**config.mk**
```make
export PLATFORM = sky130hd
export DESIGN_NAME = neuron_layer_scheduler
export DESIGN_NICKNAME = d
export VERILOG_FILES = /design/src/rtl/neuron_layer_scheduler_pkg.sv /design/src/rtl/neuron_layer_scheduler_handshake_issue.sv /design/src/rtl/neuron_layer_scheduler.sv
export SDC_FILE = /design/constraint.sdc
export NUM_CORES = 1
export LEC_CHECK = 0
export CORE_AREA = 2 2 157 159
export CTS_CLUSTER_SIZE = 25
export DETAILED_ROUTE_END_ITERATION = 6
export DIE_AREA = 0 0 159 161
export PLACE_DENSITY = 0.83
export SYNTH_ARGS = -nofsm -noshare
export SYNTH_HDL_FRONTEND = slang
export SYNTH_HIERARCHICAL = 1
export SYNTH_SLANG_ARGS = --single-unit
export TNS_END_PERCENT = 20
```
**constraint.sdc**
```tcl
create_clock -name clk -period 4.03 [get_ports clk]
set_clock_uncertainty 0.05 [all_clocks]
set_input_delay 0.403 -clock clk [delete_from_list [all_inputs] [get_ports clk]]
set_output_delay 0.403 -clock clk [all_outputs]
set_load 0.01 [all_outputs]
```
**src/rtl/neuron_layer_scheduler_pkg.sv**
```systemverilog
// Shared types for the layer scheduler: FSM state encoding and a slot offset helper
// for the packed per-neuron result vector.
package neuron_layer_scheduler_pkg;

  typedef enum logic [2:0] {
    ST_IDLE    = 3'd0,
    ST_FETCH   = 3'd1,
    ST_WAIT_RD = 3'd2,
    ST_ISSUE   = 3'd3,
    ST_COLLECT = 3'd4,
    ST_DONE    = 3'd5
  } state_e;

  // Low bit of W-bit slot k in a packed vector of slots.
  function automatic int slot_lo(input int k, input int w);
    return k * w;
  endfunction

endpackage

```
**src/rtl/neuron_layer_scheduler_handshake_issue.sv**
```systemverilog
// Three independent valid/accepted flags for the neuron-side issue; all_done fires in
// the cycle where the last outstanding channel transfers.
module neuron_layer_scheduler_handshake_issue (
  input  logic       clk,
  input  logic       rst_n,
  input  logic       active,
  input  logic [2:0] ready,
  output logic [2:0] valid,
  output logic       all_done
);

  logic [2:0] acc_q, acc_d, fire;

  always_comb begin
    valid    = active ? ~acc_q : 3'b000;
    fire     = valid & ready;
    all_done = active && (&(acc_q | fire));
    acc_d    = (active && !all_done) ? (acc_q | fire) : 3'b000;
  end

  always_ff @(posedge clk or negedge rst_n) begin
    if (!rst_n) acc_q <= 3'b000;
    else        acc_q <= acc_d;
  end

endmodule

```
**src/rtl/neuron_layer_scheduler.sv**
```systemverilog
// Runs one shared neuron across every output neuron of a layer: fetch weight row,
// issue the three neuron transfers, collect the sum into the layer result vector.
//
// state   | meaning
// IDLE    | waiting for layer_valid; layer_ready high
// FETCH   | weight_rd_en for row base+idx
// WAIT_RD | capture weight_rd_data into the weights register
// ISSUE   | input_number/inputs/weights valids up until each transfers
// COLLECT | neuron_sum_ready high; store sum/overflow in slot idx
// DONE    | layer_outputs_valid high until layer_outputs_ready
module neuron_layer_scheduler
  import neuron_layer_scheduler_pkg::*;
#(
  parameter int NEURON_NUM          = 5,
  parameter int NEURON_OUTPUT_WIDTH = 10,
  parameter int WEIGHT_CELL_WIDTH   = 16,
  parameter int LAYER_MAX           = 8,
  parameter int ADDR_WIDTH          = 8
) (
  input  logic                                       clk,
  input  logic                                       rst,
  input  logic                                       layer_valid,
  output logic                                       layer_ready,
  input  logic [$clog2(NEURON_NUM):0]                layer_input_num,
  input  logic [$clog2(LAYER_MAX):0]                 layer_neuron_num,
  input  logic [ADDR_WIDTH-1:0]                      layer_weight_base,
  input  logic [NEURON_NUM*NEURON_OUTPUT_WIDTH-1:0]  layer_inputs,
  output logic                                       weight_rd_en,
  output logic [ADDR_WIDTH-1:0]                      weight_rd_addr,
  input  logic [NEURON_NUM*WEIGHT_CELL_WIDTH-1:0]    weight_rd_data,
  output logic [$clog2(NEURON_NUM):0]                input_number,
  output logic                                       input_number_valid,
  input  logic                                       input_number_ready,
  output logic [NEURON_NUM*NEURON_OUTPUT_WIDTH-1:0]  inputs,
  output logic                                       inputs_valid,
  input  logic                                       inputs_ready,
  output logic [NEURON_NUM*WEIGHT_CELL_WIDTH-1:0]    weights,
  output logic                                       weights_valid,
  input  logic                                       weights_ready,
  input  logic [NEURON_OUTPUT_WIDTH-1:0]             neuron_sum,
  input  logic                                       overflow,
  input  logic                                       neuron_sum_valid,
  output logic                                       neuron_sum_ready,
  output logic [LAYER_MAX*NEURON_OUTPUT_WIDTH-1:0]   layer_outputs,
  output logic [LAYER_MAX-1:0]                       layer_overflow,
  output logic                                       layer_outputs_valid,
  input  logic                                       layer_outputs_ready
);

  localparam int IN_W  = $clog2(NEURON_NUM) + 1;
  localparam int CNT_W = $clog2(LAYER_MAX) + 1;
  localparam int IDX_W = $clog2(LAYER_MAX);

  state_e                                     state_q, state_d;
  logic [IDX_W-1:0]                           idx_q, idx_d;
  logic [CNT_W-1:0]                           cnt_q, cnt_d;
  logic [IN_W-1:0]                            in_num_q, in_num_d;
  logic [ADDR_WIDTH-1:0]                      base_q, base_d;
  logic [NEURON_NUM*NEURON_OUTPUT_WIDTH-1:0]  inputs_q, inputs_d;
  logic [NEURON_NUM*WEIGHT_CELL_WIDTH-1:0]    weights_q, weights_d;
  logic [LAYER_MAX*NEURON_OUTPUT_WIDTH-1:0]   outs_q, outs_d;
  logic [LAYER_MAX-1:0]                       ovf_q, ovf_d;

  logic [IN_W-1:0]  in_num_sat;
  logic [CNT_W-1:0] cnt_sat;
  logic [2:0]       issue_valid;
  logic             issue_done;

  assign in_num_sat = (layer_input_num > IN_W'(NEURON_NUM)) ? IN_W'(NEURON_NUM) : layer_input_num;
  assign cnt_sat    = (layer_neuron_num > CNT_W'(LAYER_MAX)) ? CNT_W'(LAYER_MAX) : layer_neuron_num;

  // Channel order: 0 = input_number, 1 = inputs, 2 = weights.
  neuron_layer_scheduler_handshake_issue u_issue (
    .clk      (clk),
    .rst_n    (rst),
    .active   (state_q == ST_ISSUE),
    .ready    ({weights_ready, inputs_ready, input_number_ready}),
    .valid    (issue_valid),
    .all_done (issue_done)
  );

  always_comb begin
    state_d   = state_q;
    idx_d     = idx_q;
    cnt_d     = cnt_q;
    in_num_d  = in_num_q;
    base_d    = base_q;
    inputs_d  = inputs_q;
    weights_d = weights_q;
    outs_d    = outs_q;
    ovf_d     = ovf_q;
    case (state_q)
      ST_IDLE: begin
        if (layer_valid) begin
          inputs_d = layer_inputs;
          base_d   = layer_weight_base;
          in_num_d = in_num_sat;
          cnt_d    = cnt_sat;
          outs_d   = '0;
          ovf_d    = '0;
          idx_d    = '0;
          state_d  = (cnt_sat == '0) ? ST_DONE : ST_FETCH;
        end
      end
      ST_FETCH:   state_d = ST_WAIT_RD;
      ST_WAIT_RD: begin
        weights_d = weight_rd_data;
        state_d   = ST_ISSUE;
      end
      ST_ISSUE: begin
        if (issue_done) state_d = ST_COLLECT;
      end
      ST_COLLECT: begin
        if (neuron_sum_valid) begin
          for (int k = 0; k < LAYER_MAX; k++) begin
            if (idx_q == IDX_W'(k))
              outs_d[slot_lo(k, NEURON_OUTPUT_WIDTH) +: NEURON_OUTPUT_WIDTH] = neuron_sum;
          end
          ovf_d[idx_q] = overflow;
          if (CNT_W'(idx_q) == cnt_q - CNT_W'(1)) begin
            state_d = ST_DONE;
          end else begin
            idx_d   = idx_q + IDX_W'(1);
            state_d = ST_FETCH;
          end
        end
      end
      ST_DONE: begin
        if (layer_outputs_ready) state_d = ST_IDLE;
      end
      default: state_d = ST_IDLE;
    endcase
  end

  always_ff @(posedge clk or negedge rst) begin
    if (!rst) begin
      state_q   <= ST_IDLE;
      idx_q     <= '0;
      cnt_q     <= '0;
      in_num_q  <= '0;
      base_q    <= '0;
      inputs_q  <= '0;
      weights_q <= '0;
      outs_q    <= '0;
      ovf_q     <= '0;
    end else begin
      state_q   <= state_d;
      idx_q     <= idx_d;
      cnt_q     <= cnt_d;
      in_num_q  <= in_num_d;
      base_q    <= base_d;
      inputs_q  <= inputs_d;
      weights_q <= weights_d;
      outs_q    <= outs_d;
      ovf_q     <= ovf_d;
    end
  end

  assign layer_ready         = (state_q == ST_IDLE);
  assign weight_rd_en        = (state_q == ST_FETCH);
  assign weight_rd_addr      = base_q + ADDR_WIDTH'(idx_q);
  assign input_number        = in_num_q;
  assign inputs              = inputs_q;
  assign weights             = weights_q;
  assign input_number_valid  = issue_valid[0];
  assign inputs_valid        = issue_valid[1];
  assign weights_valid       = issue_valid[2];
  assign neuron_sum_ready    = (state_q == ST_COLLECT);
  assign layer_outputs       = outs_q;
  assign layer_overflow      = ovf_q;
  assign layer_outputs_valid = (state_q == ST_DONE);

endmodule

```
==> results.json <==
{
  "placed_area_sq_um": 14100,
  "synth_cells": 651,
  "ios": 402,
  "synth_area_leaders": "dfrtp_1 (62%), mux2_2 (25%), ha_1 (1.3%), buf_2 (1.0%), and3_1 (0.89%)",
  "path_cells": "clkinv_1 -> nand2_1 -> nor2_1 -> nor2b_1 -> clkdlybuf4s50_1",
  "grt_usage": 0.218,
  "synth_top_area_frac": 0.621,
  "swShare": 0.304,
  "ys_seq_area_frac": 0.621,
  "nets": 1229,
  "cp_data_required_time_ns": 3.58,
  "cp-start-kind": "register",
  "viasPerCell": 4.99,
  "final_area_sq_um": 15000,
  "globalplace.congestion": 0.784,
  "peakVddDrop_uv": 511,
  "arrival_ns": 2.95,
  "p_int_mw": 7.01,
  "syn_area_per_cell_sq_um": 15.0,
  "diodes": 0,
  "r2r-start": "state_q[2]",
  "wirelength_um": 28300,
  "comb_power_share": 0.391,
  "rr_worst_depth": 4,
  "power_frac_clock": 0.238,
  "dieArea_sq_um": 25600,
  "postSynthNetCount": 827,
  "die_width_um": 159,
  "r2r_slack_ns": 1.08,
  "fin_crit_ns": 3.41,
  "cts.clk_slew.worst_paths_ns": 0.06,
  "holdWs_ns": 0.416,
  "total_power_mw": 10.1,
  "crit_start": "state_q[2]",
  "dp_hpwl_um": 20900,
  "wl_per_cell_um": 20.3,
  "worstSetupPathType": "register to output port",
  "drtIter0Drc": 311,
  "clock_sinks": 243,
  "path_buf_inv": 2,
  "slew_headroom": 0.416,
  "rsz0062_at_grt": "no",
  "r2r-end": "inputs[25]",
  "drive_gt1_frac": 0.266,
  "drc_errors": 0,
  "hold_path.class": "primary input to async pin",
  "synth_area_leader_cell": "dfrtp_1",
  "yosysWarnings": 6,
  "outcome": "completed",
  "setup-violations-final": 0,
  "fin_setup_tns_ns": 0,
  "worstSetupEndpointType": "output port",
  "portBuffers": 401,
  "drtPass1Iterations": 4,
  "hold_viol_final": 0,
  "cp_num_cells": 5,
  "die_h_um": 161,
  "overflow": 0,
  "crit_end": "inputs_valid",
  "rows": 57,
  "leakage_nw": 6.55,
  "report.final.slew_viol_count": 0,
  "grt_pass1_vias": 7627,
  "postCtsHoldBufs": 1,
  "cp_slowest_stage_delay_ns": 0.86,
  "numCtsBuffers": 27,
  "cts-root-buf": "clkbuf_16",
  "slowest_stage": "dfrtp_1",
  "period_share": 0.845,
  "power_frac_seq": 0.371,
  "antenna_found_initial": 0,
  "ctsResizeCount": 0,
  "grt_max_degree": 96,
  "ys_types": 44,
  "p_per_area_nw_per_um2": 671,
  "via_count": 6956,
  "timing.fmax_ghz": 0.294,
  "drtAntennaViolNets": 0,
  "tritoncts": "built",
  "path_delay_family": "buffers and inverters",
  "synth-seq-cells": 243,
  "initial_core_util": 0.409,
  "max_slew.worst_pin.slew_ns": 0.876,
  "area_delta_synth_final_pct": 53.4,
  "p_sw_mw": 3.07,
  "post_cts_buffers": 0,
  "design.core.area_sq_um": 24000,
  "syn_area_sq_um": 9790,
  "max-cap-violations": 0,
  "insertion_delay_ns": 0.53,
  "cts_htree_levels": 1,
  "cts_buffer_depth": 3,
  "crit_fanout": 22,
  "grt_first_pass_wirelength_um": 43700
}
==> cell usage in the layout (no fill, tap or decap), drive strengths merged, types with 7 or more instances in the layout <==
master,Yosys,routed
o21ai,17,17
ha,10,10
nor2,14,14
a21oi,12,12
buf,23,9
mux2,220,220
a22o,7,7
inv,10,11
nand2,9,9
clkinv,1,8
clkbuf,14,35
dfrtp,243,243
nor2b,7,7
nor3,14,14
clkdlybuf4s50,0,400
and3,14,14
==> area by class of cell <==
cell class,instances,area (sq um)
clock buffers,35,756
clock inverters,10,108
fillers,1804,8950
inverters,11,41.3
multi-input cells,360,3510
flip-flops and latches,243,6080
well taps,324,405
repair buffers,410,4110
==> cells by family (layout without fill, tap and decap cells) <==
family / Yosys count / in the layout / share of synthesized area
mux: 223 / 223 / 0.256
compound gates: 48 / 48 / 0.0358
xor+xnor: 10 / 10 / 0.0105
fa+ha+maj: 11 / 11 / 0.0148
flops: 243 / 243 / 0.621
buf+inv: 48 / 466 / 0.0213
simple gates: 68 / 68 / 0.0404
==> cells in the mapped netlist (all sizes together) <==
| master | n |
|---|---|
| a211oi | 1 |
| a21o | 1 |
| a21oi | 12 |
| a221o | 1 |
| a22o | 7 |
| a22oi | 1 |
| a31oi | 1 |
| and3 | 14 |
| buf | 23 |
| clkbuf | 14 |
| clkinv | 1 |
| dfrtp | 243 |
| fa | 1 |
| ha | 10 |
| inv | 10 |
| mux2 | 220 |
| mux2i | 3 |
| nand2 | 9 |
| nand2b | 2 |
| nand3 | 2 |
| nand3b | 3 |
| nor2 | 14 |
| nor2b | 7 |
| nor3 | 14 |
| nor4 | 1 |
| o211a | 2 |
| o21ai | 17 |
| o22ai | 3 |
| o31ai | 2 |
| or3b | 1 |
| or4 | 1 |
| xnor2 | 4 |
| xor2 | 5 |
| xor3 | 1 |
==> per-stage QoR <==
step | utilization | setup slack [ns] | std cells
detailed placement | 0.590 | 1.04 | 1347
finish | 0.627 | 0.625 | 1393
global route | 0.627 | 0.388 | 1393
global placement | 0.590 | 1.09 | 1347
floorplan | - | 1.97 | 651
CTS | 0.627 | 0.587 | 1393
==> worst min path at each step <==
stage	end	slack [ns]	from	cells past startpoint
after detailed placement	inputs[43]	0.42	rst	1
after global placement	inputs[43]	0.41	rst	1
after CTS	weights[73]	0.41	weight_rd_data[73]	2
after floorplan	base_q[0]	0.06	rst	0
after global routing	weights[1]	0.41	weight_rd_data[1]	2
final	inputs[43]	0.42	rst	2
==> routing by layer <==
layer | vias up | wire, um | GRT usage | share of wire
met5 | - | 0 | 0 | 0
met4 | 0 | 1220 | 0.0971 | 0.043
met3 | 63 | 2170 | 0.0670 | 0.077
met2 | 284 | 14500 | 0.386 | 0.51
met1 | 3507 | 10500 | 0.243 | 0.37
li1 | 3102 | - | - | -
==> registers in the layout, summed over array words and instances, names as in the netlist, 4 cells and up <==
name and cells:
layer_outputs 80, weights 80, inputs 50, base_q 8
layer_overflow 8, cnt_q 4, input_number 4
==> worst register-to-register path, cell delays in order, from the launching register on <==
cell and delay (ns):
dfrtp_1 0.67, clkinv_1 0.32, and3_2 0.82, buf_4 0.56, mux2_2 0.41
==> power groups by stage <==
stage               Sequential [mW]  Combinational (mW)  Clock [mW]
finish                         3.74                3.94        2.40
global route                   3.84                4.16        2.57
global placement               3.73                3.90           0
CTS                            3.74                3.99        2.46
floorplan                      3.98                1.49           0
detailed placement             3.77                3.97           0
Power figures use the tool's default switching activity.
